### src/rtl/bp_fe_btb_wsched_if.sv
// Signal bundle between the FE redirect/attaboy decode, the BTB write scheduler and the BTB write port.
// The slave modport is the scheduler's view; master is the surrounding FE/BTB.
interface bp_fe_btb_wsched_if #(
  parameter int vaddr_width_p   = 39,
  parameter int btb_tag_width_p = 10,
  parameter int btb_idx_width_p = 6
);
  logic                       btb_init_done_i;

  logic                       redir_v_i;
  logic                       redir_clr_i;
  logic                       redir_jmp_i;
  logic [btb_tag_width_p-1:0] redir_tag_i;
  logic [btb_idx_width_p-1:0] redir_idx_i;
  logic [vaddr_width_p-1:0]   redir_tgt_i;
  logic                       redir_ready_and_o;

  logic                       attaboy_v_i;
  logic                       attaboy_clr_i;
  logic                       attaboy_jmp_i;
  logic [btb_tag_width_p-1:0] attaboy_tag_i;
  logic [btb_idx_width_p-1:0] attaboy_idx_i;
  logic [vaddr_width_p-1:0]   attaboy_tgt_i;
  logic                       attaboy_ready_and_o;

  logic                       w_v_o;
  logic                       w_clr_o;
  logic                       w_jmp_o;
  logic [btb_tag_width_p-1:0] w_tag_o;
  logic [btb_idx_width_p-1:0] w_idx_o;
  logic [vaddr_width_p-1:0]   w_tgt_o;
  logic                       w_force_o;
  logic                       w_yumi_i;
  logic                       empty_o;

  modport slave (
    input  btb_init_done_i,
    input  redir_v_i, redir_clr_i, redir_jmp_i, redir_tag_i, redir_idx_i, redir_tgt_i,
    output redir_ready_and_o,
    input  attaboy_v_i, attaboy_clr_i, attaboy_jmp_i, attaboy_tag_i, attaboy_idx_i, attaboy_tgt_i,
    output attaboy_ready_and_o,
    output w_v_o, w_clr_o, w_jmp_o, w_tag_o, w_idx_o, w_tgt_o, w_force_o,
    input  w_yumi_i,
    output empty_o
  );

  modport master (
    output btb_init_done_i,
    output redir_v_i, redir_clr_i, redir_jmp_i, redir_tag_i, redir_idx_i, redir_tgt_i,
    input  redir_ready_and_o,
    output attaboy_v_i, attaboy_clr_i, attaboy_jmp_i, attaboy_tag_i, attaboy_idx_i, attaboy_tgt_i,
    input  attaboy_ready_and_o,
    input  w_v_o, w_clr_o, w_jmp_o, w_tag_o, w_idx_o, w_tgt_o, w_force_o,
    output w_yumi_i,
    input  empty_o
  );
endinterface

### src/rtl/bp_fe_btb_wsched.sv
// BTB write scheduler: merges redirect and attaboy updates into a coalescing queue and
// drives the BTB write port, escalating to a forced write when the head keeps getting rejected.
module bp_fe_btb_wsched #(
  parameter int vaddr_width_p   = 39,
  parameter int btb_tag_width_p = 10,
  parameter int btb_idx_width_p = 6,
  parameter int els_p           = 4,
  parameter int starve_thresh_p = 3
) (
  input  logic              clk_i,
  input  logic              reset_i,
  bp_fe_btb_wsched_if.slave io
);
  localparam int PtrW    = $clog2(els_p);
  localparam int CntW    = $clog2(els_p + 1);
  localparam int StarveW = $clog2(starve_thresh_p + 1);
  localparam logic [CntW-1:0]    FullCount = CntW'(els_p);
  localparam logic [StarveW-1:0] StarveMax = StarveW'(starve_thresh_p);

  logic                       r_clr [els_p];
  logic                       r_jmp [els_p];
  logic [btb_tag_width_p-1:0] r_tag [els_p];
  logic [btb_idx_width_p-1:0] r_idx [els_p];
  logic [vaddr_width_p-1:0]   r_tgt [els_p];

  logic [PtrW-1:0]    r_head;
  logic [PtrW-1:0]    r_tail;
  logic [CntW-1:0]    r_count;
  logic [StarveW-1:0] r_starveCnt;

  logic                       w_full;
  logic                       w_empty;
  logic                       w_present;
  logic                       w_deq;
  logic                       w_accept;
  logic                       w_inClr;
  logic                       w_inJmp;
  logic [btb_tag_width_p-1:0] w_inTag;
  logic [btb_idx_width_p-1:0] w_inIdx;
  logic [vaddr_width_p-1:0]   w_inTgt;
  logic [els_p-1:0]           w_match;
  logic                       w_hitAny;
  logic [PtrW-1:0]            w_hitPtr;
  logic                       w_headHitDeq;
  logic                       w_coalesce;
  logic                       w_push;

  assign w_full    = (r_count == FullCount);
  assign w_empty   = (r_count == '0);
  assign w_present = ~w_empty & io.btb_init_done_i;
  assign w_deq     = w_present & io.w_yumi_i;

  // Redirect always wins the single enqueue slot; attaboy only goes when no redirect is pending.
  assign w_accept = (io.redir_v_i | io.attaboy_v_i) & ~w_full;
  assign w_inClr  = io.redir_v_i ? io.redir_clr_i : io.attaboy_clr_i;
  assign w_inJmp  = io.redir_v_i ? io.redir_jmp_i : io.attaboy_jmp_i;
  assign w_inTag  = io.redir_v_i ? io.redir_tag_i : io.attaboy_tag_i;
  assign w_inIdx  = io.redir_v_i ? io.redir_idx_i : io.attaboy_idx_i;
  assign w_inTgt  = io.redir_v_i ? io.redir_tgt_i : io.attaboy_tgt_i;

  for (genvar g = 0; g < els_p; g++) begin : gMatch
    logic [PtrW-1:0] w_off;
    logic            w_occupied;
    assign w_off      = PtrW'(g) - r_head;
    assign w_occupied = (CntW'(w_off) < r_count);
    assign w_match[g] = w_occupied & (r_idx[g] == w_inIdx);
  end

  // Coalescing guarantees at most one matching entry, so a simple last-wins encode suffices.
  always_comb begin
    w_hitPtr = '0;
    for (int i = 0; i < els_p; i++) begin
      if (w_match[i]) w_hitPtr = PtrW'(i);
    end
  end

  assign w_hitAny     = |w_match;
  assign w_headHitDeq = w_hitAny & (w_hitPtr == r_head) & w_deq;
  assign w_coalesce   = w_accept & w_hitAny & ~w_headHitDeq;
  assign w_push       = w_accept & ~w_coalesce;

  always_ff @(posedge clk_i) begin
    if (!reset_i && w_coalesce) begin
      r_clr[w_hitPtr] <= w_inClr;
      r_jmp[w_hitPtr] <= w_inJmp;
      r_tag[w_hitPtr] <= w_inTag;
      r_tgt[w_hitPtr] <= w_inTgt;
    end else if (!reset_i && w_push) begin
      r_clr[r_tail] <= w_inClr;
      r_jmp[r_tail] <= w_inJmp;
      r_tag[r_tail] <= w_inTag;
      r_idx[r_tail] <= w_inIdx;
      r_tgt[r_tail] <= w_inTgt;
    end
  end

  // els_p is a power of two, so pointer wrap is the natural overflow of PtrW bits.
  always_ff @(posedge clk_i) begin
    if (reset_i) begin
      r_head  <= '0;
      r_tail  <= '0;
      r_count <= '0;
    end else begin
      if (w_deq)  r_head <= r_head + 1'b1;
      if (w_push) r_tail <= r_tail + 1'b1;
      case ({w_push, w_deq})
        2'b10:   r_count <= r_count + 1'b1;
        2'b01:   r_count <= r_count - 1'b1;
        default: r_count <= r_count;
      endcase
    end
  end

  always_ff @(posedge clk_i) begin
    if (reset_i) begin
      r_starveCnt <= '0;
    end else if (w_deq) begin
      r_starveCnt <= '0;
    end else if (w_present && (r_starveCnt != StarveMax)) begin
      r_starveCnt <= r_starveCnt + 1'b1;
    end
  end

  assign io.redir_ready_and_o   = ~w_full;
  assign io.attaboy_ready_and_o = ~w_full & ~io.redir_v_i;
  assign io.empty_o             = w_empty;
  assign io.w_v_o               = w_present;
  assign io.w_force_o           = w_present & (r_starveCnt == StarveMax);
  assign io.w_clr_o             = r_clr[r_head];
  assign io.w_jmp_o             = r_jmp[r_head];
  assign io.w_tag_o             = r_tag[r_head];
  assign io.w_idx_o             = r_idx[r_head];
  assign io.w_tgt_o             = r_tgt[r_head];
endmodule
### src/flat_wrapper.sv
// flat-port wrapper written by rule: the top's interface ports become plain ports
module bp_fe_btb_wsched_flat 
#(
  parameter int vaddr_width_p   = 39,
  parameter int btb_tag_width_p = 10,
  parameter int btb_idx_width_p = 6,
  parameter int els_p           = 4,
  parameter int starve_thresh_p = 3
)
  (clk_i, reset_i, io_btb_init_done_i, io_redir_v_i, io_redir_clr_i, io_redir_jmp_i, io_redir_tag_i, io_redir_idx_i, io_redir_tgt_i, io_redir_ready_and_o, io_attaboy_v_i, io_attaboy_clr_i, io_attaboy_jmp_i, io_attaboy_tag_i, io_attaboy_idx_i, io_attaboy_tgt_i, io_attaboy_ready_and_o, io_w_v_o, io_w_clr_o, io_w_jmp_o, io_w_tag_o, io_w_idx_o, io_w_tgt_o, io_w_force_o, io_w_yumi_i, io_empty_o);
  bp_fe_btb_wsched_if #(.vaddr_width_p(vaddr_width_p), .btb_tag_width_p(btb_tag_width_p), .btb_idx_width_p(btb_idx_width_p)) io_i ();
  input  logic clk_i;
  input  logic reset_i;
  input wire logic [$bits(io_i.btb_init_done_i)-1:0] io_btb_init_done_i;
  input wire logic [$bits(io_i.redir_v_i)-1:0] io_redir_v_i;
  input wire logic [$bits(io_i.redir_clr_i)-1:0] io_redir_clr_i;
  input wire logic [$bits(io_i.redir_jmp_i)-1:0] io_redir_jmp_i;
  input wire logic [$bits(io_i.redir_tag_i)-1:0] io_redir_tag_i;
  input wire logic [$bits(io_i.redir_idx_i)-1:0] io_redir_idx_i;
  input wire logic [$bits(io_i.redir_tgt_i)-1:0] io_redir_tgt_i;
  output wire logic [$bits(io_i.redir_ready_and_o)-1:0] io_redir_ready_and_o;
  input wire logic [$bits(io_i.attaboy_v_i)-1:0] io_attaboy_v_i;
  input wire logic [$bits(io_i.attaboy_clr_i)-1:0] io_attaboy_clr_i;
  input wire logic [$bits(io_i.attaboy_jmp_i)-1:0] io_attaboy_jmp_i;
  input wire logic [$bits(io_i.attaboy_tag_i)-1:0] io_attaboy_tag_i;
  input wire logic [$bits(io_i.attaboy_idx_i)-1:0] io_attaboy_idx_i;
  input wire logic [$bits(io_i.attaboy_tgt_i)-1:0] io_attaboy_tgt_i;
  output wire logic [$bits(io_i.attaboy_ready_and_o)-1:0] io_attaboy_ready_and_o;
  output wire logic [$bits(io_i.w_v_o)-1:0] io_w_v_o;
  output wire logic [$bits(io_i.w_clr_o)-1:0] io_w_clr_o;
  output wire logic [$bits(io_i.w_jmp_o)-1:0] io_w_jmp_o;
  output wire logic [$bits(io_i.w_tag_o)-1:0] io_w_tag_o;
  output wire logic [$bits(io_i.w_idx_o)-1:0] io_w_idx_o;
  output wire logic [$bits(io_i.w_tgt_o)-1:0] io_w_tgt_o;
  output wire logic [$bits(io_i.w_force_o)-1:0] io_w_force_o;
  input wire logic [$bits(io_i.w_yumi_i)-1:0] io_w_yumi_i;
  output wire logic [$bits(io_i.empty_o)-1:0] io_empty_o;
  assign io_i.btb_init_done_i = io_btb_init_done_i;
  assign io_i.redir_v_i = io_redir_v_i;
  assign io_i.redir_clr_i = io_redir_clr_i;
  assign io_i.redir_jmp_i = io_redir_jmp_i;
  assign io_i.redir_tag_i = io_redir_tag_i;
  assign io_i.redir_idx_i = io_redir_idx_i;
  assign io_i.redir_tgt_i = io_redir_tgt_i;
  assign io_redir_ready_and_o = io_i.redir_ready_and_o;
  assign io_i.attaboy_v_i = io_attaboy_v_i;
  assign io_i.attaboy_clr_i = io_attaboy_clr_i;
  assign io_i.attaboy_jmp_i = io_attaboy_jmp_i;
  assign io_i.attaboy_tag_i = io_attaboy_tag_i;
  assign io_i.attaboy_idx_i = io_attaboy_idx_i;
  assign io_i.attaboy_tgt_i = io_attaboy_tgt_i;
  assign io_attaboy_ready_and_o = io_i.attaboy_ready_and_o;
  assign io_w_v_o = io_i.w_v_o;
  assign io_w_clr_o = io_i.w_clr_o;
  assign io_w_jmp_o = io_i.w_jmp_o;
  assign io_w_tag_o = io_i.w_tag_o;
  assign io_w_idx_o = io_i.w_idx_o;
  assign io_w_tgt_o = io_i.w_tgt_o;
  assign io_w_force_o = io_i.w_force_o;
  assign io_i.w_yumi_i = io_w_yumi_i;
  assign io_empty_o = io_i.empty_o;
  bp_fe_btb_wsched #(.vaddr_width_p(vaddr_width_p), .btb_tag_width_p(btb_tag_width_p), .btb_idx_width_p(btb_idx_width_p), .els_p(els_p), .starve_thresh_p(starve_thresh_p)) u_core (.clk_i(clk_i), .reset_i(reset_i), .io(io_i));
endmodule
### config.mk
export PLATFORM = sky130hd
export DESIGN_NAME = bp_fe_btb_wsched_flat
export DESIGN_NICKNAME = d
export VERILOG_FILES = /design/src/rtl/bp_fe_btb_wsched_if.sv /design/src/rtl/bp_fe_btb_wsched.sv /design/src/flat_wrapper.sv
export SDC_FILE = /design/constraint.sdc
export NUM_CORES = 1
export LEC_CHECK = 0
export ABC_AREA = 1
export ABC_CLOCK_PERIOD_IN_PS = 6600
export BUFFER_PORTS_ARGS = -buffer_cell sky130_fd_sc_hd__buf_2
export CAP_MARGIN = 10
export CORE_MARGIN = 3
export CORE_UTILIZATION = 32
export CTS_CLUSTER_DIAMETER = 60
export DETAILED_ROUTE_END_ITERATION = 10
export PLACE_DENSITY = 0.57
export SETUP_SLACK_MARGIN = 0.3
export SLEW_MARGIN = 40
export SYNTH_ARGS = -nofsm -noshare
export SYNTH_HDL_FRONTEND = slang
export SYNTH_SLANG_ARGS = --single-unit
### constraint.sdc
create_clock -name clk_i -period 6.6 [get_ports clk_i]
set_input_delay 1.98 -clock clk_i [delete_from_list [all_inputs] [get_ports clk_i]]
set_output_delay 1.98 -clock clk_i [all_outputs]
set_load 0.05 [all_outputs]
---- After elaboration in Yosys (flattened, before gate mapping) ----
Memory sizes are Yosys's and may differ from the RTL's. A register that Yosys moved wholly into a read port is not among the register bits.
Cells that the tools add are included.
Widths: inputs -> output; s select.
operators by class
  add/subtract/negate cells ............... 9
  multipliers ............................. 0
  divide/modulo/power cells ............... 0
  magnitude comparators ................... 4
  equality and inequality tests ........... 10
  shift-type cells ........................ 0
  multiplexer cells ....................... 36
  bitwise gates (word level) .............. 20
  reductions and logical operators ........ 12
operators by type and width
  operator             number
  $mux 39              2
  $reduce_or 39->1     1
  $mux 2               16
  $eq 6x6->1           4
  $mux 10              2
  $and 1x1->1          14
  $mux 1               14
  $lt 2x3->1           4
  $reduce_or 10->1     1
  $add 2x1->2 const B  3
  $mux 6               1
  $pmux 3 s2           1
  $not 1->1            5
  $eq 2x2->1 const B   2
  $reduce_or 4->1      1
  $sub 1x2->2 const A  2
  $sub 2x2->2 const A  2
  $add 3x1->3 const B  1
  $eq 3x3->1 const B   1
  $logic_and 1x1->1    3
  $logic_not 3->1      1
  $sub 3x1->3 const B  1
  $eq 2x1->1 const B   1
  $eq 2x2->1           1
  other kinds (6)      7
storage, ports and cells
  flip-flop bits (word level) ............. 9
  latch bits .............................. 0
  RAM bits ................................ 228
  bits in read-only memories .............. 0
  input port bits ......................... 120
  output and inout port bits .............. 62
  memories kept ........................... 5
memories
  name          words  width  read ports  clocked after Yosys merged registers in  wr ports  line                    RTL
  u_core.r_tgt  4      39     1           1                                        1         bp_fe_btb_wsched.sv:24  logic [vaddr_width_p-1:0] r_tgt [els_p];
  u_core.r_tag  4      10     1           1                                        1         bp_fe_btb_wsched.sv:22  logic [btb_tag_width_p-1:0] r_tag [els_p];
  u_core.r_idx  4      6      5           1                                        1         bp_fe_btb_wsched.sv:23  logic [btb_idx_width_p-1:0] r_idx [els_p];
  u_core.r_clr  4      1      1           1                                        1         bp_fe_btb_wsched.sv:20  logic r_clr [els_p];
  u_core.r_jmp  4      1      1           1                                        1         bp_fe_btb_wsched.sv:21  logic r_jmp [els_p];

---- Logic depth before layout (Yosys ltp) ----
  word-level depth ........................ 19
  gate-level depth with buffers ........... 23
  mapped depth without buffers ............ 23

---- Worst setup path after synthesis ----
Ideal clock, no wire load.
  path type ............................... in2reg
  start ................................... input io_btb_init_done_i
  end ..................................... memory u_core.r_clr[0] (enable)
  setup time .............................. 0.460 ns
  arrival ................................. 5.843 ns
  required time ........................... 6.140 ns
  setup slack ............................. 0.297 ns
  cell stages on the path ................. 12
  path buffers ............................ 0
  path through ............................ inv_1 -> nor2_1 -> nand2_1 -> inv_1 -> nand2_1 -> nor2_1 -> nand2_2 -> nand2_4 -> nand2_4 -> nand2_1 -> nand3_1 -> nor2_1
between the ends
  cells in the longest elaborated chain, start to end .. 13
RTL lines
  element                                            line                    RTL
  from (decl)                                        flat_wrapper.sv:14      input wire logic [$bits(io_i.btb_init_done_i)-1:0] io_btb_init_done_i;
  $and 1x1->1 *                                      bp_fe_btb_wsched.sv:50  assign w_present = ~w_empty & io.btb_init_done_i;
  named net io_w_v_o                                 flat_wrapper.sv:29      output wire logic [$bits(io_i.w_v_o)-1:0] io_w_v_o;
  $and 1x1->1 *                                      bp_fe_btb_wsched.sv:51  assign w_deq = w_present & io.w_yumi_i;
  named net u_core.w_deq                             bp_fe_btb_wsched.sv:34  logic w_deq;
  $and 1x1->1 *                                      bp_fe_btb_wsched.sv:78  assign w_headHitDeq = w_hitAny & (w_hitPtr == r_head) & w_deq;
  $not 1->1 *                                        bp_fe_btb_wsched.sv:79  assign w_coalesce = w_accept & w_hitAny & ~w_headHitDeq;
  $and 1x1->1 *                                      bp_fe_btb_wsched.sv:79
  $not 1->1                                          bp_fe_btb_wsched.sv:80  assign w_push = w_accept & ~w_coalesce;
  $and 1x1->1                                        bp_fe_btb_wsched.sv:80
  $logic_and 1x1->1                                  bp_fe_btb_wsched.sv:88  end else if (!reset_i && w_push) begin
  $mux 1                                             bp_fe_btb_wsched.sv:88
  $mux 1                                             bp_fe_btb_wsched.sv:83  if (!reset_i && w_coalesce) begin
  $mux 1 (not written as such)                       bp_fe_btb_wsched.sv:89  r_clr[r_tail] <= w_inClr;
  $reduce_or 1->1 (no source line)                   -
  $mux 2 (no source line) or $mux 1 (tied branches)  -
  to (decl)                                          bp_fe_btb_wsched.sv:20
The timed path passes the listed nets; every way through them passes the cells marked *.

==> impl_metrics.toml <==
[outcome]
status = "finished clean"

[final_layout]
drive_above_1_share = 0.2181
fill_cells = 3096
syn_to_final_growth_pct = 21.13
nets = 1273

[setup_path]
path_cells = "clkinv_4 -> buf_4 -> o21ai_0 -> o22ai_1 -> buf_2"
r2r_slack_ns = 3.06
reg2regPathDepth = 19
cp_max_fo = 69
worst_setup_path_start_kind = "flip-flop"
end_kind = "output pin"
crit_type = "flip-flop to output pin"
reg2reg_to = "u_core.r_tgt[2][33]$_DFFE_PP_"
cp.arrival_ns = 2.92
slowest_stage = "dfxtp_4"
reg2reg_from = "u_core.r_head[1]$_SDFFE_PP0P_"
cp.required_ns = 4.62
slowest_delay_ns = 0.76

[die]
die_y_um = 186.5
dieArea_um2 = 34790
dieWidth_um = 186.5
rows = 65
core_um2 = 31800
start_util = 0.3280
ios = 182

[cts]
cts_resized = 0
insertion_delay_ns = 0.52
clkTransAtPathRegs_ns = 0.06
cts_buffers = 25
cts_tree = "done"
cts_setup_buffers = 0
clock_tree.root_cell = "clkbuf_16"
cts_hold_buffers = 0
cts_sinks = 239
htreeDepth = 1
clock_path_buffers = 3

[global_routing]
grt_first_pass_wirelength_um = 41130
grt_antenna_before_repair = 0
grt_max_degree = 70
grt_usage = 0.1461
grt.overflow.total = 0
grt_pass1_vias = 7466

[routing]
vias_per_cell = 4.683
drtIter0Drc = 392
dr.pass1.iters = 5
drc = 0
routed_wirelength_um = 26200
ant_nets = 0
num_vias = 7474
wire_per_inst_um = 16.41

[power]
ir_drop_uv = 162.8
power_density_nw_per_um2 = 340.5
p_leak_nw = 4.989
p_total_mw = 4.301

[placement]
dpl_worst_slack_ns = 1.282
port_buffers = 181
finalWeightedCongestion = 0.8379
dp_hpwl_um = 16560

[worst_hold_path]
hold_class = "flip-flop to flip-flop"
worstHoldPathCells = 2
min_from = "u_core.r_starveCnt[1]$_SDFFE_PP0P_"
holdPathEnd = "u_core.r_starveCnt[1]$_SDFFE_PP0P_"

[job]
drv_cap = 0

[synth]
syn_avg_cell_area_um2 = 10.75
synth_cells = 970
yosys_register_bits = 239
netlist_area_um2 = 10430
ys_seq_area_frac = 0.6776
yosysUniqueCellTypes = 26
synth_fp_nets = 1101
yosys_warnings = 0

[sta]
final.period_utilization = 0.7432
maxSlewViolCount = 0
rsz0062_at_grt = "no"
skew_ns = 0.006987
tns_ns = 0
fmax_mhz = 203.9
setup_violations = 0
min_period_ns = 4.905
worst_pin_slew_ns = 0.8596
slew_headroom = 0.4248
worst_slack_ns = 1.695
finalHoldViolCount = 0
cell usage in the layout, fill, tap and decap left out, drive strengths merged:
master	Yosys	routed
fa	1	1
xor2	5	5
diode	0	1
dfxtp	11	11
nand3b	8	8
bufinv	0	2
clkinv	0	10
nand2	249	249
edfxtp	228	228
clkinvlp	0	3
or2	1	1
o21ai	121	121
ha	10	10
o22ai	54	54
xnor2	3	3
clkbuf	42	30
inv	45	45
nor2	137	137
a21oi	23	23
nand3	22	22
nor3	3	3
buf	7	194
registers in the layout, summed over array words and instances, names as in the netlist, named ones only:
| register | count |
|---|---|
| u_core.r_clr | 4 |
| u_core.r_count | 3 |
| u_core.r_head | 2 |
| u_core.r_idx | 24 |
| u_core.r_jmp | 4 |
| u_core.r_starveCnt | 2 |
| u_core.r_tag | 40 |
| u_core.r_tail | 2 |
| u_core.r_tgt | 156 |
critical path, delay by kind of cell (launching register included):
family / cells / cell delay (ns)
buffers and inverters: 3 / 1.22
flip-flops: 1 / 0.76
AO/OA/AOI/OAI: 2 / 0.36
synth_stat cells (all sizes together):
| cell type | count | area (µm²) |
|---|---|---|
| a21oi | 23 | 118.9 |
| inv | 45 | 176.4 |
| o22ai | 54 | 337.8 |
| ha | 10 | 125.1 |
| fa | 1 | 20.02 |
| nand3 | 22 | 110.1 |
| or2 | 1 | 6.260 |
| buf | 7 | 50.05 |
| nor3 | 3 | 15.01 |
| edfxtp | 228 | 6847 |
| dfxtp | 11 | 220.2 |
| nand2 | 249 | 992.2 |
| nor2 | 137 | 516.8 |
| clkbuf | 42 | 157.7 |
| xor2 | 5 | 43.79 |
| xnor2 | 3 | 26.28 |
| o21ai | 121 | 605.6 |
| nand3b | 8 | 60.06 |
worst max-delay path by stage:
stage                             from                       endpoint  slack, ns  depth (start not counted)
finish                       flip-flop                  io_w_tgt_o[8]       1.70                          5
global route                 flip-flop                  io_w_tgt_o[8]       1.42                          5
CTS                          flip-flop                  io_w_tgt_o[8]       1.65                          5
detailed placement        io_redir_v_i  u_core.r_tgt[1][37]$_DFFE_PP_       1.28                         19
global placement          io_redir_v_i   u_core.r_tag[2][2]$_DFFE_PP_       1.36                         19
floorplan           io_btb_init_done_i      u_core.r_clr[0]$_DFFE_PP_       0.30                         12
where the power goes:
part	leakage, nW	internal [mW]	switching [mW]
clock network	0.364	0.771	0.561
logic	2.43	0.262	0.846
registers	2.20	1.81	0.0554
through the flow:
step	instances	cell area (µm²)	hold WS, ns	utilization
6_report	1596	12630	0.4719	0.3972
5_1_grt	1595	12630	0.5120	0.3972
4_1_cts	1595	12630	0.4731	0.3972
3_5_place_dp	1550	11860	0.4651	0.3729
3_3_place_gp	1550	11860	0.4520	0.3728
2_1_floorplan	970	10430	0.4404	-
layout make-up:
cell class | instances | area (µm²) | share of cell area
clock inverter | 15 | 126.4 | 0.01000
multi-input combinational | 637 | 3008 | 0.2381
clock buffer | 30 | 644.4 | 0.05101
sequential | 239 | 7072 | 0.5598
inverter | 45 | 181.4 | 0.01436
antenna | 1 | 2.502 | 0.0001981
timing repair buffer | 194 | 1054 | 0.08340
tap | 435 | 544.3 | 0.04309
cell families (layout without fill, tap and decap cells):
group | after synthesis | count (layout) | synth area share
AND/OR/NAND/NOR | 420 | 420 | 0.1630
flip-flops | 239 | 239 | 0.6776
AO/OA/AOI/OAI | 198 | 198 | 0.1019
buffers and inverters | 94 | 284 | 0.03683
adder cells (fa/ha/maj) | 11 | 11 | 0.01392
XOR/XNOR | 8 | 8 | 0.006719
other | 0 | 1 | 0
layer usage:
layer | part of all wire | GRT usage
met3 | 0.046 | 0.02273
met1 | 0.45 | 0.1921
met5 | 0 | 0
met4 | 0.027 | 0.04420
met2 | 0.48 | 0.2504
No activity file was read; power rests on OpenSTA's default activity.
